$ cat config.mk
export PLATFORM = sky130hd
export DESIGN_NAME = noc_lfsr8
export DESIGN_NICKNAME = d
export VERILOG_FILES = /design/src/rtl/noc_flit_checker_pkg.sv /design/src/rtl/noc_lfsr8.sv
export SDC_FILE = /design/constraint.sdc
export NUM_CORES = 1
export LEC_CHECK = 0
export CAP_MARGIN = 10
export CORE_AREA = 3 3 40 42
export DETAILED_ROUTE_END_ITERATION = 6
export DIE_AREA = 0 0 43 45
export SLEW_MARGIN = 40
export SYNTH_ARGS = -nofsm -noshare
export SYNTH_HDL_FRONTEND = slang
export SYNTH_SLANG_ARGS = --single-unit
$ cat constraint.sdc
create_clock -name clk -period 1.32 [get_ports clk]
set_clock_uncertainty 0.2 [all_clocks]
set_input_delay 0.132 -clock clk [delete_from_list [all_inputs] [get_ports clk]]
set_output_delay 0.132 -clock clk [all_outputs]
set_load 0.05 [all_outputs]
$ cat src/rtl/noc_flit_checker_pkg.sv
// Shared NoC definitions: header layout, payload pattern, error-bit indices,
// checker FSM encoding and the backpressure LFSR polynomial.
package noc_flit_checker_pkg;

  // Low 32 bits of a header flit; bits above 31 carry nothing.
  typedef struct packed {
    logic [3:0] dst_x;
    logic [3:0] dst_y;
    logic [3:0] src_x;
    logic [3:0] src_y;
    logic [7:0] seq;
    logic [7:0] len;
  } hdr_t;

  localparam int ERR_DEST         = 0;
  localparam int ERR_NO_HEADER    = 1;
  localparam int ERR_EARLY_HEADER = 2;
  localparam int ERR_LENGTH       = 3;
  localparam int ERR_PAYLOAD      = 4;
  localparam int ERR_W            = 5;

  localparam logic [1:0] ST_IDLE  = 2'd0;
  localparam logic [1:0] ST_BODY  = 2'd1;
  localparam logic [1:0] ST_DRAIN = 2'd2;

  // Fibonacci taps 8,6,5,4 mapped onto state bits 7,5,4,3.
  localparam logic [7:0] LFSR_TAPS = 8'hB8;
  localparam logic [7:0] LFSR_SEED = 8'h01;

  // Payload flit k of packet seq: {seq, k} in the low 16 bits, zero above.
  function automatic logic [15:0] payload_pattern(input logic [7:0] seq, input logic [7:0] k);
    return {seq, k};
  endfunction

endpackage

$ cat src/rtl/noc_lfsr8.sv
// 8-bit Fibonacci LFSR with enable and synchronous reset; exposes the bit
// that the LSB will take on the coming edge.
module noc_lfsr8
  import noc_flit_checker_pkg::*;
(
  input  logic clk,
  input  logic rst,
  input  logic en,
  output logic next_lsb
);

  logic [7:0] state;
  logic [7:0] state_n;

  assign state_n  = en ? {state[6:0], ^(state & LFSR_TAPS)} : state;
  assign next_lsb = state_n[0];

  always_ff @(posedge clk) begin
    if (rst) state <= LFSR_SEED;
    else     state <= state_n;
  end

endmodule

==> run summary <==
Clock-pin slew was measured on the worst setup and hold paths at 0.05 ns. The static leakage is 0.207 nW. The count of final hold-check violations came out at 0.

TritonCTS built the clock tree. Across all hold checks on the routed design, the worst slack comes to 0.294 ns. The top layer reached by signal wires is met3. The final reports fail on negative setup slack. 4 I/O pins were placed. Compared with the post-synthesis result, the final layout area differs by 52.4%. The power per cell area works out to 1050 mW/mm^2. Measured against its own limit, the worst slew margin works out to 78.5%. The synthesized area per cell came out at 9.93 sq um. When the netlist entered floorplanning its net count stood at 35.

Counting flops per register, the top entry is state. In this run the clock root is driven by a sky130_fd_sc_hd__clkbuf_4. The post-detailed-route via-to-cell ratio is 4.19. Traced cell by cell, the critical path runs through xnor2_2, xnor2_2, a21oi_4, buf_12. For the worst slack after detailed placement, the log shows -0.0860 ns. The logs give 13 for the number of core rows and 0 for the total congestion overflow after global routing. The core box area is 0.00128 sq mm, and the count of routing violations after the opening detailed-route iteration is 8. The detailed router placed 239 vias in this run. The largest registers in the layout are state: 8 flops. The logs give 0 for the number of antenna violations at the first check in global routing and 218 microns for the sum of met2 wire segment lengths after detailed routing. The repair_antennas step left the layout with diodes totalling 0. The number of clock buffers inserted by TritonCTS came out at 3.

The number of max-slew violations in the final report came out at 0. The pin count of the biggest net entering global routing is 10. The initial utilization of the core area, before any placement, comes to 24.7%.

The detailed-routing wirelength on met1 was 266 microns; the final critical path time including I/O delays and setup was 1.52 ns. The run gives 0 as the count of max-cap constraint violations. VDD sags by at most 0.650 mV.

The data arrival at the endpoint of the critical path is 1.19 ns. At the later pin of the worst-skew pair, clock insertion delay measures 0.25 ns. Counting every sink on the clock net gives 8. Of the available clock period, the critical path in the final layout requires 115%.

Synthesis instantiated 10 different standard cells from the library. The tools report the critical path required time as 0.99 ns. The run finished, with violations left. In this run the cell area of the synthesized design comes to 318 sq um. The critical setup path kind is register to primary output. The overall fraction of global-route tracks in use is 6.43%, and the instance count after placement with tap cells included is 54. Along the worst path, the maximum fanout reaches 2. In the detailed route, the total length drawn on met3 is 19 microns. The sum of buffers and inverters on the critical path works out to 1. Most used cell along the critical path: sky130_fd_sc_hd__xnor2_2. Via count of the first global-routing pass: 217.

Among all stages on the critical path, the largest delay is contributed by sky130_fd_sc_hd__dfxtp_2. In this run the remaining antenna-violating nets after routing total 0. STA classifies the critical path startpoint as a register.

In this run, synthesis produced a sequential element count of 8. The tools report the area of the die as 0.00194 sq mm. The DRC violation count after routing was 0.

The routability-driven placement congestion ratio is 0.661, and the per-cell routed wire length is 8.86 microns. The die is 45 microns tall. The total iterations of the first detailed-routing run is 4. The path class of the tightest hold or removal check is register to register. The number of H-tree levels is 1, and the slew at the pin closest to its max-slew limit is 0.322 ns. Of the cells placed in the final design, the portion with a size suffix greater than 1 is 42.9%. The register with the most flip-flops in the layout has 8 of them.

The tools report the final worst-path setup slack as -0.198 ns. Final number of setup-violating endpoints: 1. The filler cells instantiated in the layout total 120. STA classifies the critical path endpoint as a primary output. The delay of the slowest cell on the worst path is 0.33 ns. For this run, the number of standard cells in the final layout without fillers is 57.

Setup repair after global routing could not meet its margin everywhere. The number of buffers added on ports was 3; the power consumption was 0.506 mW. The first global-routing pass estimated 841 microns of wire. The highest clock frequency the design can meet is 0.659 GHz, and the number of synthesis warnings is 0. No sink is reached through more buffers than the 2 on the longest clock path. The sequential area share after synthesis was 50.4%; the final wirelength was 505 microns. In this design, the largest share of critical-path delay is due to flip-flops. Measured along the x axis, the die boundary spans 43 microns.

After the last flow step, the layout net total stands at 47. Counting every instance in the synthesized netlist gives 32.
-- per-stage QoR --
step                util, %  TNS, ns  instance area [sq um]
finish                 37.7   -0.198                    484
global route           37.7   -0.253                    484
CTS                    37.5   -0.225                    482
detailed placement     33.8   -0.584                    434
global placement       33.8   -0.486                    434
floorplan                 -        0                    329
-- layout make-up --
class / count / area [sq um] / area share (%)
multi-input combinational: 21 / 176 / 36.4
sequential: 8 / 165 / 34.1
inverter: 1 / 3.75 / 0.775
tap: 15 / 18.8 / 3.88
clock buffer: 3 / 22.5 / 4.65
timing repair buffer: 9 / 97.6 / 20.2
-- per-layer routing --
metal / vias up / track usage (%)
met5: - / 0
met4: 0 / 7.23
met3: 0 / 3.59
met2: 4 / 8.68
met1: 109 / 6.57
li1: 126 / -
-- synthesized netlist by cell type (all sizes together) --
cell    number  area share (%)
dfxtp        8              50
nor2         8             9.4
mux2i        7              22
xnor2        3             8.3
a21oi        1             1.6
a31oi        1             2.0
buf          1             2.4
clkbuf       1             1.2
inv          1             1.2
nor3         1             1.6
-- worst min-delay path, delay by kind of cell, from the launching register on --
family / cells / cell delay, ns
flops: 1 / 0.32
mux: 1 / 0.07
simple gates: 1 / 0.07
-- timing repair --
action	4_1_cts	5_1_grt
gates cloned	0	0
pin swaps	3	0
setup buffers	1	0
resized for setup	5	2
hold buffers	0	0
endpoints found under the setup margin	1	1
-- placed cells by master (no fill, tap or decap) --
master,instances
sky130_fd_sc_hd__clkbuf_4,3
sky130_fd_sc_hd__xnor2_2,3
sky130_fd_sc_hd__nor2_1,8
sky130_fd_sc_hd__mux2i_1,7
sky130_fd_sc_hd__buf_12,2
sky130_fd_sc_hd__inv_1,1
sky130_fd_sc_hd__clkdlybuf4s50_1,2
sky130_fd_sc_hd__buf_4,5
sky130_fd_sc_hd__dfxtp_2,4
sky130_fd_sc_hd__nor3_1,1
sky130_fd_sc_hd__dfxtp_1,4
sky130_fd_sc_hd__a21oi_4,1
sky130_fd_sc_hd__a31oi_1,1
-- logic make-up (layout without fill, tap and decap cells) --
group	after synthesis	count (layout)	synth area share, %
and+or+nand+nor	9	9	11.0
buffers and inverters	3	13	4.72
AOI/OAI and AO/OA	2	2	3.54
DFF	8	8	50.4
xor gates and xnor gates	3	3	8.27
muxes	7	7	22.0
-- worst paths after layout --
| kind | from | endpoint | slack [ns] | cells past startpoint |
|---|---|---|---|---|
| worst min register to register | state[1]$_SDFFE_PP0P_ | state[2]$_SDFFE_PP0P_ | 0.29 | 2 |
| worst max register to register | state[5]$_SDFFE_PP0P_ | state[0]$_SDFF_PP1_ | 0.09 | 4 |
| worst max-delay path | state[5]$_SDFFE_PP0P_ | next_lsb | -0.20 | 4 |
| worst min-delay path | state[1]$_SDFFE_PP0P_ | state[2]$_SDFFE_PP0P_ | 0.29 | 2 |
-- report_power, final --
group          leakage (nW)  internal (mW)  switching (mW)  total (mW)
registers            0.0672          0.250         0.00467       0.254
clock network        0.0138          0.103          0.0747       0.178
logic                 0.126         0.0402          0.0335      0.0736
No activity file was read; power rests on OpenSTA's default activity.
